<file path="src/rtl/game_flow_ctrl_if.sv">
`default_nettype none
// ============================================================================
// Module  : game_flow_ctrl_if
// Brief   : Request/status bundle between input decoder and game sequencer.
// Revision: 1.0
// ============================================================================
interface game_flow_ctrl_if #(
    parameter int SCORE_W = 20,
    parameter int LEVEL_W = 8,
    parameter int LIVES_W = 4
);
    logic               i_game_start;
    logic               i_game_pause;
    logic               i_board_reload_done;
    logic               i_pacman_eaten;
    logic               i_dot_clear;
    logic [SCORE_W-1:0] i_score;
    logic [3:0]         o_game_state;
    logic               o_board_reload;
    logic               o_ghost_reload;
    logic               o_pacman_reload;
    logic               o_extra_life;
    logic [LEVEL_W-1:0] o_level;
    logic [LIVES_W-1:0] o_lives;

    modport master (
        output i_game_start, i_game_pause, i_board_reload_done,
               i_pacman_eaten, i_dot_clear, i_score,
        input  o_game_state, o_board_reload, o_ghost_reload,
               o_pacman_reload, o_extra_life, o_level, o_lives
    );

    modport slave (
        input  i_game_start, i_game_pause, i_board_reload_done,
               i_pacman_eaten, i_dot_clear, i_score,
        output o_game_state, o_board_reload, o_ghost_reload,
               o_pacman_reload, o_extra_life, o_level, o_lives
    );
endinterface
`default_nettype wire

</file>
<file path="src/rtl/game_flow_ctrl.sv">
`default_nettype none
// ============================================================================
// Module  : game_flow_ctrl
// Brief   : Pac-Man game sequencer: flow FSM, reload strobes, level and lives.
// Revision: 1.0
// ============================================================================
module game_flow_ctrl #(
    parameter int START_LIVES      = 3,
    parameter int MAX_LIVES        = 5,
    parameter int LIVES_W          = 4,
    parameter int LEVEL_W          = 8,
    parameter int MAX_LEVEL        = 255,
    parameter int READY_CYCLES     = 120,
    parameter int DYING_CYCLES     = 90,
    parameter int SCORE_W          = 20,
    parameter int EXTRA_LIFE_SCORE = 10000
) (
    input  wire logic       i_clk,
    input  wire logic       i_rst,
    game_flow_ctrl_if.slave bus
);
    localparam int c_timer_max = (READY_CYCLES > DYING_CYCLES) ? READY_CYCLES : DYING_CYCLES;
    localparam int c_timer_w   = (c_timer_max > 1) ? $clog2(c_timer_max) : 1;

    typedef enum logic [3:0] {
        ST_IDLE     = 4'd0,
        ST_RELOAD   = 4'd1,
        ST_READY    = 4'd2,
        ST_PLAY     = 4'd3,
        ST_PAUSE    = 4'd4,
        ST_DYING    = 4'd5,
        ST_CLEAR    = 4'd6,
        ST_GAMEOVER = 4'd7
    } state_t;

    state_t               state_q, state_d;
    logic [c_timer_w-1:0] timer_q, timer_d;
    logic [LEVEL_W-1:0]   level_q, level_d;
    logic [LIVES_W-1:0]   lives_q, lives_d;
    logic                 xl_flag_q, xl_flag_d;
    logic                 board_reload_q, board_reload_d;
    logic                 ghost_reload_q, ghost_reload_d;
    logic                 pacman_reload_q, pacman_reload_d;
    logic                 extra_life_q, extra_life_d;

    logic                 w_award;
    logic                 w_dec;
    logic [LIVES_W-1:0]   w_lives_dec;
    logic [LIVES_W-1:0]   w_lives_next;

    // Decrement is applied before the award so a same-cycle hit at the
    // saturation limit leaves lives unchanged.
    always_comb begin
        w_award = (state_q == ST_READY || state_q == ST_PLAY || state_q == ST_PAUSE ||
                   state_q == ST_DYING || state_q == ST_CLEAR) &&
                  !xl_flag_q && (bus.i_score >= SCORE_W'(EXTRA_LIFE_SCORE));
        w_dec   = (state_q == ST_PLAY) && !bus.i_game_pause && bus.i_pacman_eaten;
        w_lives_dec  = (w_dec && lives_q != '0) ? lives_q - 1'b1 : lives_q;
        w_lives_next = (w_award && w_lives_dec != LIVES_W'(MAX_LIVES)) ?
                       w_lives_dec + 1'b1 : w_lives_dec;
    end

    always_comb begin
        state_d         = state_q;
        timer_d         = timer_q;
        level_d         = level_q;
        lives_d         = w_lives_next;
        xl_flag_d       = xl_flag_q | w_award;
        board_reload_d  = board_reload_q;
        ghost_reload_d  = 1'b0;
        pacman_reload_d = 1'b0;
        extra_life_d    = w_award;

        case (state_q)
            ST_IDLE: begin
                board_reload_d = 1'b0;
                if (bus.i_game_start) begin
                    state_d        = ST_RELOAD;
                    board_reload_d = 1'b1;
                    level_d        = LEVEL_W'(1);
                    lives_d        = LIVES_W'(START_LIVES);
                    xl_flag_d      = 1'b0;
                end
            end
            ST_RELOAD: begin
                board_reload_d = 1'b1;
                if (bus.i_board_reload_done) begin
                    state_d         = ST_READY;
                    board_reload_d  = 1'b0;
                    ghost_reload_d  = 1'b1;
                    pacman_reload_d = 1'b1;
                    timer_d         = c_timer_w'(READY_CYCLES - 1);
                end
            end
            ST_READY: begin
                if (timer_q == '0) state_d = ST_PLAY;
                else               timer_d = timer_q - 1'b1;
            end
            ST_PLAY: begin
                if (bus.i_game_pause) begin
                    state_d = ST_PAUSE;
                end else if (bus.i_pacman_eaten) begin
                    state_d = ST_DYING;
                    timer_d = c_timer_w'(DYING_CYCLES - 1);
                end else if (bus.i_dot_clear) begin
                    state_d = ST_CLEAR;
                end
            end
            ST_PAUSE: begin
                if (bus.i_game_pause) state_d = ST_PLAY;
            end
            ST_DYING: begin
                if (timer_q != '0) begin
                    timer_d = timer_q - 1'b1;
                end else if (w_lives_next == '0) begin
                    state_d = ST_GAMEOVER;
                end else begin
                    state_d         = ST_READY;
                    ghost_reload_d  = 1'b1;
                    pacman_reload_d = 1'b1;
                    timer_d         = c_timer_w'(READY_CYCLES - 1);
                end
            end
            ST_CLEAR: begin
                if (bus.i_game_start) begin
                    state_d        = ST_RELOAD;
                    board_reload_d = 1'b1;
                    if (level_q != LEVEL_W'(MAX_LEVEL)) level_d = level_q + 1'b1;
                end
            end
            ST_GAMEOVER: begin
                if (bus.i_game_start) state_d = ST_IDLE;
            end
            default: begin
                state_d        = ST_IDLE;
                board_reload_d = 1'b0;
                timer_d        = '0;
                xl_flag_d      = 1'b0;
                extra_life_d   = 1'b0;
                lives_d        = lives_q;
            end
        endcase
    end

    always_ff @(posedge i_clk) begin
        if (i_rst) begin
            state_q         <= ST_IDLE;
            timer_q         <= '0;
            level_q         <= LEVEL_W'(1);
            lives_q         <= LIVES_W'(START_LIVES);
            xl_flag_q       <= 1'b0;
            board_reload_q  <= 1'b0;
            ghost_reload_q  <= 1'b0;
            pacman_reload_q <= 1'b0;
            extra_life_q    <= 1'b0;
        end else begin
            state_q         <= state_d;
            timer_q         <= timer_d;
            level_q         <= level_d;
            lives_q         <= lives_d;
            xl_flag_q       <= xl_flag_d;
            board_reload_q  <= board_reload_d;
            ghost_reload_q  <= ghost_reload_d;
            pacman_reload_q <= pacman_reload_d;
            extra_life_q    <= extra_life_d;
        end
    end

    assign bus.o_game_state    = state_q;
    assign bus.o_board_reload  = board_reload_q;
    assign bus.o_ghost_reload  = ghost_reload_q;
    assign bus.o_pacman_reload = pacman_reload_q;
    assign bus.o_extra_life    = extra_life_q;
    assign bus.o_level         = level_q;
    assign bus.o_lives         = lives_q;
endmodule
`default_nettype wire

</file>
<file path="src/flat_wrapper.sv">
// flat-port wrapper written by rule: the top's interface ports become plain ports
module game_flow_ctrl_flat 
#(
    parameter int START_LIVES      = 3,
    parameter int MAX_LIVES        = 5,
    parameter int LIVES_W          = 4,
    parameter int LEVEL_W          = 8,
    parameter int MAX_LEVEL        = 255,
    parameter int READY_CYCLES     = 120,
    parameter int DYING_CYCLES     = 90,
    parameter int SCORE_W          = 20,
    parameter int EXTRA_LIFE_SCORE = 10000
)
  (i_clk, i_rst, bus_i_game_start, bus_i_game_pause, bus_i_board_reload_done, bus_i_pacman_eaten, bus_i_dot_clear, bus_i_score, bus_o_game_state, bus_o_board_reload, bus_o_ghost_reload, bus_o_pacman_reload, bus_o_extra_life, bus_o_level, bus_o_lives);
  game_flow_ctrl_if #(.SCORE_W(SCORE_W), .LEVEL_W(LEVEL_W), .LIVES_W(LIVES_W)) bus_i ();
  input  wire logic i_clk;
  input  wire logic i_rst;
  input wire logic [$bits(bus_i.i_game_start)-1:0] bus_i_game_start;
  input wire logic [$bits(bus_i.i_game_pause)-1:0] bus_i_game_pause;
  input wire logic [$bits(bus_i.i_board_reload_done)-1:0] bus_i_board_reload_done;
  input wire logic [$bits(bus_i.i_pacman_eaten)-1:0] bus_i_pacman_eaten;
  input wire logic [$bits(bus_i.i_dot_clear)-1:0] bus_i_dot_clear;
  input wire logic [$bits(bus_i.i_score)-1:0] bus_i_score;
  output wire logic [$bits(bus_i.o_game_state)-1:0] bus_o_game_state;
  output wire logic [$bits(bus_i.o_board_reload)-1:0] bus_o_board_reload;
  output wire logic [$bits(bus_i.o_ghost_reload)-1:0] bus_o_ghost_reload;
  output wire logic [$bits(bus_i.o_pacman_reload)-1:0] bus_o_pacman_reload;
  output wire logic [$bits(bus_i.o_extra_life)-1:0] bus_o_extra_life;
  output wire logic [$bits(bus_i.o_level)-1:0] bus_o_level;
  output wire logic [$bits(bus_i.o_lives)-1:0] bus_o_lives;
  assign bus_i.i_game_start = bus_i_game_start;
  assign bus_i.i_game_pause = bus_i_game_pause;
  assign bus_i.i_board_reload_done = bus_i_board_reload_done;
  assign bus_i.i_pacman_eaten = bus_i_pacman_eaten;
  assign bus_i.i_dot_clear = bus_i_dot_clear;
  assign bus_i.i_score = bus_i_score;
  assign bus_o_game_state = bus_i.o_game_state;
  assign bus_o_board_reload = bus_i.o_board_reload;
  assign bus_o_ghost_reload = bus_i.o_ghost_reload;
  assign bus_o_pacman_reload = bus_i.o_pacman_reload;
  assign bus_o_extra_life = bus_i.o_extra_life;
  assign bus_o_level = bus_i.o_level;
  assign bus_o_lives = bus_i.o_lives;
  game_flow_ctrl #(.START_LIVES(START_LIVES), .MAX_LIVES(MAX_LIVES), .LIVES_W(LIVES_W), .LEVEL_W(LEVEL_W), .MAX_LEVEL(MAX_LEVEL), .READY_CYCLES(READY_CYCLES), .DYING_CYCLES(DYING_CYCLES), .SCORE_W(SCORE_W), .EXTRA_LIFE_SCORE(EXTRA_LIFE_SCORE)) u_core (.i_clk(i_clk), .i_rst(i_rst), .bus(bus_i));
endmodule
</file>
<file path="config.mk">
export PLATFORM = sky130hd
export DESIGN_NAME = game_flow_ctrl_flat
export DESIGN_NICKNAME = d
export VERILOG_FILES = /design/src/rtl/game_flow_ctrl_if.sv /design/src/rtl/game_flow_ctrl.sv /design/src/flat_wrapper.sv
export SDC_FILE = /design/constraint.sdc
export NUM_CORES = 1
export LEC_CHECK = 0
export CELL_PAD_IN_SITES_DETAIL_PLACEMENT = 0
export CELL_PAD_IN_SITES_GLOBAL_PLACEMENT = 1
export CORE_ASPECT_RATIO = 0.7
export CORE_MARGIN = 5
export CORE_UTILIZATION = 35
export CTS_CLUSTER_DIAMETER = 40
export DETAILED_ROUTE_END_ITERATION = 16
export PLACE_DENSITY_LB_ADDON = 0.1
export SETUP_SLACK_MARGIN = 0.15
export SKIP_CTS_REPAIR_TIMING = 1
export SYNTH_ARGS = -nofsm -noshare
export SYNTH_HDL_FRONTEND = slang
export SYNTH_SLANG_ARGS = --single-unit
export TNS_END_PERCENT = 20
</file>
<file path="constraint.sdc">
create_clock -name i_clk -period 4.3 [get_ports i_clk]
set_clock_uncertainty 0.2 [all_clocks]
set_input_delay 0.86 -clock i_clk [delete_from_list [all_inputs] [get_ports i_clk]]
set_output_delay 0.86 -clock i_clk [all_outputs]
set_load 0.01 [all_outputs]
</file>
# [After elaboration in Yosys (flattened, before gate mapping)]
# Cells that the tools add are included.
[word_totals] reg_bits=27 latchBits=0 ram_bits=0 rom_bits=0 output_inout_bits=20 elab_cells=105 memories=0
[op_classes] n_addsub=4 mul=0 div=0 n_lt_le_gt_ge=1 eq_ne=23 shift=0 n_mux=36 n_bitwise=4 reduce_logical=29
[op_table] op="$mux 4" n=12
[op_table] op="$mux 7" n=6
[op_table] op="$pmux 7 s5" n=1
[op_table] op="$pmux 4 s7" n=1
[op_table] op="$mux 8" n=3
[op_table] op="$ne 2x2->1 const B" n=11
[op_table] op="$ge 20x14->1 const B" n=1
[op_table] op="$eq 4x3->1 const B" n=4
[op_table] op="$pmux 8 s2" n=1
[op_table] op="$add 8x1->8 const B" n=1
[op_table] op="$eq 4x2->1 const B" n=2
[op_table] op="$logic_not 4->1" n=2
[op_table] op="$ne 8x8->1 const B" n=1
[op_table] op="$pmux 4 s2" n=1
[op_table] op="$reduce_or 8->1" n=1
[op_table] op="$logic_not 7->1" n=1
[op_table] op="$mux 1" n=7
[op_table] op="$reduce_and 7->1" n=1
[op_table] op="$reduce_bool 7->1" n=1
[op_table] op="$reduce_or 7->1" n=1
[op_table] op="$sub 7x1->7 const B" n=1
[op_table] op="$logic_and 1x1->1" n=6
[op_table] op="$reduce_and 6->1" n=1
[op_table] op="$reduce_or 5->1" n=1
[op_table] op="other kinds (20)" n=29

# [Depth between registers and ports, before layout]
# Gate-level depths: netlist of run 1.
[depth] ltp_word=13 ltp_mapped=15

# [Least setup slack after synthesis of run 1]
# OpenSTA, ideal clock, no wires.
[synth_path] path_kind="in2reg" start="in bus_i_game_pause" end="reg u_core.timer_q[0]" arrival_time_ns=3.229 path_slack_ns=0.776 path_stages=11 n_path_buf=0 cell_sequence="nand2b_1 o31ai_1 and2_1 ha_1 inv_1 or3_1 o31ai_1 nor2_1 o221ai_2 o21ai_2 a221oi_1"
[synth_between] elab_chain_len=11 word_cells_on_any_way=13 cone_classes="add/sub (1); eq/ne (3); mux (2); reduce/logical (7)"
[synth_lines] item="start: declaration" line_no="flat_wrapper.sv:19" source="input wire logic [$bits(bus_i.i_game_pause)-1:0] bus_i_game_pause;"
[synth_lines] item="branches (longest 10 deep; another with $add 4x1->4)"
[synth_lines] item="$reduce_and 6->1 (no source line) (*)"
[synth_lines] item="end signal: assignment" line_no="game_flow_ctrl.sv:158" source="timer_q <= timer_d;"
[synth_lines] item="end: declaration" line_no="game_flow_ctrl.sv:37" source="logic [c_timer_w-1:0] timer_q, timer_d;"
# Mark *: on every way between the ends.
# A chain may end at the register's enable or synchronous reset.

# [Final worst setup path of run 1]
[layout_path] start="in bus_i_game_pause" end="reg u_core.ghost_reload_q (netlist: u_core.bus.o_ghost_reload)"
[layout_between] elab_chain_len=12 word_cells_on_any_way=13 cone_classes="add/sub (1); eq/ne (1); mux (5); reduce/logical (6)"
[layout_lines] item="$logic_not 1->1 (*)" line_no="game_flow_ctrl.sv:57" source="w_dec = (state_q == ST_PLAY) && !bus.i_game_pause && bus.i_pacman_eaten;"
[layout_lines] item="$logic_and 1x1->1 (*) (2 in series)" line_no="game_flow_ctrl.sv:57"
[layout_lines] item="$logic_and 1x1->1 (*)" line_no="game_flow_ctrl.sv:58" source="w_lives_dec = (w_dec && lives_q != '0) ? lives_q - 1'b1 : lives_q;"
[layout_lines] item="$mux 4 (*)" line_no="game_flow_ctrl.sv:58"
[layout_lines] item="branches (longest 2 deep; another with $add 4x1->4)"
[layout_lines] item="$mux 4 (*)" line_no="game_flow_ctrl.sv:59" source="w_lives_next = (w_award && w_lives_dec != LIVES_W'(MAX_LIVES)) ?"
[layout_lines] item="$logic_not 4->1 (*)" line_no="game_flow_ctrl.sv:115" source="end else if (w_lives_next == '0) begin"
[layout_lines] item="$mux 1 (*)" line_no="game_flow_ctrl.sv:115"
[layout_lines] item="$mux 1 (*)" line_no="game_flow_ctrl.sv:113" source="if (timer_q != '0) begin"
[layout_lines] item="$pmux 1 s2 (*)" line_no="game_flow_ctrl.sv:74" source="case (state_q)"
[layout_lines] item="end signal: assignment" line_no="game_flow_ctrl.sv:163" source="ghost_reload_q <= ghost_reload_d;"
[layout_lines] item="end: declaration" line_no="game_flow_ctrl.sv:42" source="logic ghost_reload_q, ghost_reload_d;"
# Marks and branches as above.

==> results.json, run 1 <==
{
  "status": "completed",
  "coreArea_um2": 5285,
  "synth_top_area_share_pct": 26.98,
  "grt_pass1_vias": 1759,
  "clock_path_buffers": 2,
  "path_class": "primary input to register",
  "synth.most_common_cell": "nor2_1",
  "cts_tree": "done",
  "critPathLaunchType": "primary input",
  "ys_types": 58,
  "ir_drop_mv": 0.3052,
  "maxCapViolCount": 0,
  "sw_frac_of_total_pct": 45.51,
  "fmax_ghz": 0.2615,
  "synth_area_leaders": "dfxtp_1 (27%), nor2_1 (7.8%), o21ai_0 (4.7%)",
  "period_minus_slack_ns": 3.825,
  "tightestPinTransition_ns": 0.7496,
  "setup_tns_ns": 0,
  "synth_nets": 294,
  "rows": 22,
  "synth_enable_flop_cells": 0,
  "syn_to_final_growth_pct": 32.36,
  "required_ns": 4.28,
  "numClockSinks": 26,
  "die-area_um2": 7121,
  "nets": 342,
  "start_util_pct": 36.51,
  "io_buffer_count": 41,
  "dr.pass1.iters": 4,
  "cts_root_buf": "clkbuf_8",
  "via_per_inst": 5.241,
  "yosysSeqAreaShare_pct": 26.98,
  "p_switching_uw": 686.4,
  "overflow": 0,
  "finalHoldViolCount": 0,
  "synth_cells": 262,
  "drt_iter0_markers": 132,
  "path_max_fanout": 4,
  "fillers": 540,
  "io_pins": 47,
  "post-route-period-util_pct": 88.94,
  "grt_setup_unrepaired": "false",
  "routabilityCongestion": 0.8442,
  "synthTopCellsByCount": "nor2_1 (40), dfxtp_1 (26), nand2_1 (20), o21ai_0 (18), a21oi_1 (14)",
  "wl_per_cell_um": 14.44,
  "synth_seq_cells": 26,
  "cp.arrival_ns": 3.80,
  "wl_um": 5501,
  "drive_gt1_share_pct": 9.061,
  "n_antenna_cell": 0,
  "num_vias": 1997,
  "async_reset_ff_share_pct": 0,
  "netlist_area_um2": 1929,
  "comb_power_share_pct": 61.9,
  "slew_violations": 0,
  "hpwl_um": 4282,
  "grt_max_degree": 33,
  "relSlewSlack_pct": 49.93,
  "ant_nets": 0,
  "power_frac_seq_pct": 24.5,
  "yosysWarnings": 0,
  "final-setup-viol-count": 0,
  "synthFlopType": "dfxtp_1",
  "cp-end-kind": "register",
  "hold_class": "register to register",
  "power.density_nw_per_um2": 590.5,
  "grt_antenna_before_repair": 0,
  "die_w_um": 98.74,
  "die_h_um": 72.12,
  "h-tree-depth": 1,
  "pwr-share-clk_pct": 13.6,
  "intPower_uw": 821.6,
  "p_leak_uw": 0.0009147,
  "cts_made_buffers": 3,
  "track_usage_pct": 15.50,
  "grt_pass1_wl_um": 9025,
  "hold_ws_ns": 0.2581,
  "path_clk_slew_ns": 0.09,
  "drc": 0,
  "clock_latency_ns": 0.28,
  "avgSynthCellArea_um2": 7.364,
  "synth_largest_area_cell": "dfxtp_1"
}
==> critical path: stages <==
cell and delay, ns:
clkdlybuf4s50_1 0.41, nand2b_1 0.21, o31ai_1 0.36, and2_1 0.21, ha_1 0.17, inv_1 0.05, or3_1 0.34, o31ai_1 0.31
nor2_1 0.15, mux2i_1 0.23, o311ai_1 0.14, a211oi_1 0.35
==> logic make-up after synthesis <==
logic type / share of synthesized area [%]
and+or+nand+nor: 29.12
AOI/OAI and AO/OA: 28.99
DFF: 26.98
buffers and inverters: 5.253
xor gates and xnor gates: 4.086
adders and majority gates: 3.243
muxes: 2.140
other: 0.1944
==> through the flow <==
step	std cells	utilization (%)	instance area (um2)	total power, uW	setup slack [ns]
final	381	48.32	2554	1508	0.4754
after global routing	381	48.32	2554	1646	0.2135
after CTS	381	48.32	2554	1515	0.4832
after detailed placement	377	46.97	2482	1302	0.2046
after global placement	377	46.97	2482	1301	0.1683
after floorplan	262	-	1929	995.5	0.7759
==> power by group through the flow <==
| stage | Combinational, uW | Clock [uW] | Sequential [uW] |
|---|---|---|---|
| finish | 933 | 205 | 370 |
| global route | 1040 | 219 | 382 |
| CTS | 934 | 212 | 369 |
| detailed placement | 927 | 0 | 374 |
| global placement | 928 | 0 | 373 |
| floorplan | 614 | 0 | 381 |
==> final timing paths <==
check | startpoint | endpoint | slack, ns | cells after the start
hold reg to reg | u_core.xl_flag_q | u_core.xl_flag_q | 0.26 | 2
setup reg to reg | u_core.bus.o_lives[0] | u_core.bus.o_ghost_reload | 0.75 | 13
setup / recovery | bus_i_game_pause | u_core.bus.o_ghost_reload | 0.48 | 12
hold / removal | u_core.xl_flag_q | u_core.xl_flag_q | 0.26 | 2
==> flip-flops by register name, indices dropped and copies added (netlist names) <==
name	count
u_core.bus.o_board_reload	1
u_core.bus.o_lives	4
u_core.bus.o_game_state	3
u_core.timer_q	7
u_core.bus.o_ghost_reload	1
u_core.bus.o_level	8
u_core.xl_flag_q	1
u_core.bus.o_extra_life	1
==> layout by cell type (no fill, tap or decap), types with 3 or more instances in the layout <==
cell and instances:
mux2i_1 3, o21ai_0 18, nand3b_1 3, xnor2_1 8, buf_4 14, ha_1 5
a32oi_1 3, a211oi_1 3, or3_1 7, nor3_1 10, nor2b_1 6, nor4_1 6
o22ai_1 4, inv_1 12, dfxtp_1 26, nand2b_1 4, nand2_1 20, nand3_1 4
clkdlybuf4s50_1 41, a31oi_1 8, a21oi_1 14, nor2_1 40, clkbuf_8 3
==> routing by layer <==
layer / routed length [um] / vias up / share of wire, % / global-route usage (%)
li1: - / 1055 / - / -
met1: 3018 / 891 / 55 / 25.00
met2: 2109 / 46 / 38 / 20.68
met3: 339 / 5 / 6.2 / 3.650
met4: 34 / 0 / 0.62 / 2.273
met5: 0 / - / 0 / 0
==> final cells by class <==
cell class                      count  area, um2  area share [%]
Clock buffer                        3      41.29           1.617
Clock inverter                      1      30.03           1.176
Inverter                           13      48.80           1.911
Multi-Input combinational cell    211       1308           51.20
Sequential cell                    26      520.5           20.38
Tap cell                           72      90.09           3.528
Timing Repair Buffer               55      515.5           20.19
Note: power is estimated with default switching activity, not from simulation.
==> inputs of run 2 (changes only) <==
--- a/config.mk
+++ b/config.mk
@@ -12,6 +12,8 @@
 export CORE_UTILIZATION = 35
 export CTS_CLUSTER_DIAMETER = 40
 export DETAILED_ROUTE_END_ITERATION = 16
+export GPL_TIMING_DRIVEN = 0
+export HOLD_SLACK_MARGIN = 0.05
 export PLACE_DENSITY_LB_ADDON = 0.1
 export SETUP_SLACK_MARGIN = 0.15
 export SKIP_CTS_REPAIR_TIMING = 1
==> run 2 against run 1 <==
Compared with the run above: utilization decreased by 0.69 points; global-route usage is 0.43 points higher; count of clock-buffer cells in the layout up 1; non-clock buffer count fell by 3; cell count fell by 0.79%; first-iteration DRC count fell by 5.3%; highest routed layer unchanged; power fell by 3.9%; hold slack better by 0.0070 ns; final area decreased by 1.4%.
==> results.json, run 2 (synthesis gave the netlist of run 1 again) <==
{
  "status": "completed",
  "io_pins": 47,
  "numClockSinks": 26,
  "tightestPinTransition_ns": 0.9143,
  "grt_antenna_before_repair": 0,
  "cp-end-kind": "register",
  "p_leak_uw": 0.0008674,
  "path_cells": "clkdlybuf4s50_1, nand2b_4, o31ai_2, and2_2, ha_2, inv_1, or3_1, o31ai_2, nor2_1, mux2i_2, o311ai_2, a211oi_2",
  "syn_to_final_growth_pct": 30.48,
  "io_buffer_count": 40,
  "power.density_nw_per_um2": 575.7,
  "overflow": 0,
  "cts_root_buf": "clkbuf_8",
  "track_usage_pct": 15.93,
  "via_per_inst": 5.386,
  "ant_nets": 0,
  "ir_drop_mv": 0.2684,
  "slowest_delay_ns": 0.52,
  "required_ns": 4.28,
  "critPathLaunchType": "primary input",
  "slew_violations": 0,
  "die-area_um2": 7121,
  "coreArea_um2": 5285,
  "largest_reg_flops": 8,
  "final-setup-viol-count": 0,
  "finalHoldViolCount": 0,
  "start_util_pct": 36.51,
  "detailedPlace.worstSlack_ns": -0.3053,
  "path_clk_slew_ns": 0.09,
  "final_cell_mix": "nor2_1 (40), clkdlybuf4s50_1 (40), dfxtp_1 (26), nand2_1 (20), o21ai_0 (18)",
  "hold_class": "register to register",
  "routabilityCongestion": 0.8847,
  "hold_depth": 2,
  "num_vias": 2036,
  "dr.pass1.iters": 5,
  "grt_pass1_wl_um": 9273,
  "die_w_um": 98.74,
  "h-tree-depth": 1,
  "fillers": 542,
  "hpwl_um": 4316,
  "nets": 339,
  "cts_tree": "done",
  "maxCapViolCount": 0,
  "path_max_fanout": 7,
  "crit_top_cell": "o31ai_2",
  "clock_path_buffers": 2,
  "fmax_ghz": 0.2500,
  "cts_made_buffers": 3,
  "power_uw": 1449,
  "drt_iter0_markers": 125,
  "regArea_um2": 520.5,
  "worst-r2r-cell-count": 14,
  "worst_slack_ns": 0.2993,
  "post-route-period-util_pct": 93.04,
  "path_class": "primary input to register",
  "crit_buf_inv": 2,
  "clock_latency_ns": 0.27,
  "die_h_um": 72.12,
  "cpLargestDelayFamily": "simple AND/OR/NAND/NOR gates",
  "cp.arrival_ns": 3.98,
  "grt_setup_unrepaired": "true",
  "cp_slowest_cell": "clkdlybuf4s50_1",
  "wl_um": 5617,
  "drive_gt1_share_pct": 8.170,
  "wl_per_cell_um": 14.86,
  "period_minus_slack_ns": 4.001,
  "grt_max_degree": 15,
  "relSlewSlack_pct": 38.78,
  "rows": 22,
  "path_depth": 12,
  "multi_input_area_um2": 1350,
  "setup_tns_ns": 0,
  "grt_pass1_vias": 1754,
  "drc": 0,
  "n_antenna_cell": 0
}
==> run 2: final cells by class <==
class                      count  area share, %
sequential                    26          20.68
multi-input combinational    211          53.63
timing repair buffer          40          15.90
inverter                      13          1.938
buffer                        12          2.087
clock buffer                   4          2.187
tap                           72          3.579
==> run 2: worst paths after layout <==
| kind | from | endpoint | slack (ns) |
|---|---|---|---|
| hold / removal | u_core.xl_flag_q | u_core.xl_flag_q | 0.27 |
| setup / recovery | bus_i_game_pause | u_core.bus.o_ghost_reload | 0.30 |
| setup reg to reg | u_core.bus.o_lives[0] | u_core.bus.o_ghost_reload | 0.53 |
| hold reg to reg | u_core.xl_flag_q | u_core.xl_flag_q | 0.27 |
==> run 2: routing by layer <==
layer | wire length [um] | part of all wire, % | vias to the layer above | GRT usage, %
li1 | - | - | 1048 | -
met1 | 3059 | 54 | 919 | 26.31
met2 | 2140 | 38 | 67 | 21.13
met3 | 405 | 7.2 | 2 | 3.554
met4 | 12 | 0.21 | 0 | 1.212
met5 | 0 | 0 | - | 0
==> run 2: worst register-to-register path, delay by kind of cell, from the launching register on <==
kind | cells | cell delay (ns)
fa+ha+maj | 2 | 0.42
buf+inv | 3 | 0.36
compound gates | 3 | 0.70
flops | 1 | 0.32
mux | 1 | 0.29
simple gates | 5 | 1.37
==> run 2: per-stage QoR <==
stage | util [%] | instances | instance area [um2] | hold WS [ns]
floorplan | - | 262 | 1929 | 0.2310
global placement | 45.79 | 374 | 2420 | 0.2451
finish | 47.63 | 378 | 2517 | 0.2652
CTS | 46.83 | 378 | 2475 | 0.2656
detailed placement | 45.79 | 374 | 2420 | 0.2516
global route | 47.63 | 378 | 2517 | 0.3145
==> run 2: report_power, final <==
part / switching [uW] / internal [uW] / total [uW]
Sequential: 73.5 / 303 / 377
Clock: 80.1 / 82.0 / 162
Combinational: 543 / 368 / 911
Total: 697 / 753 / 1450
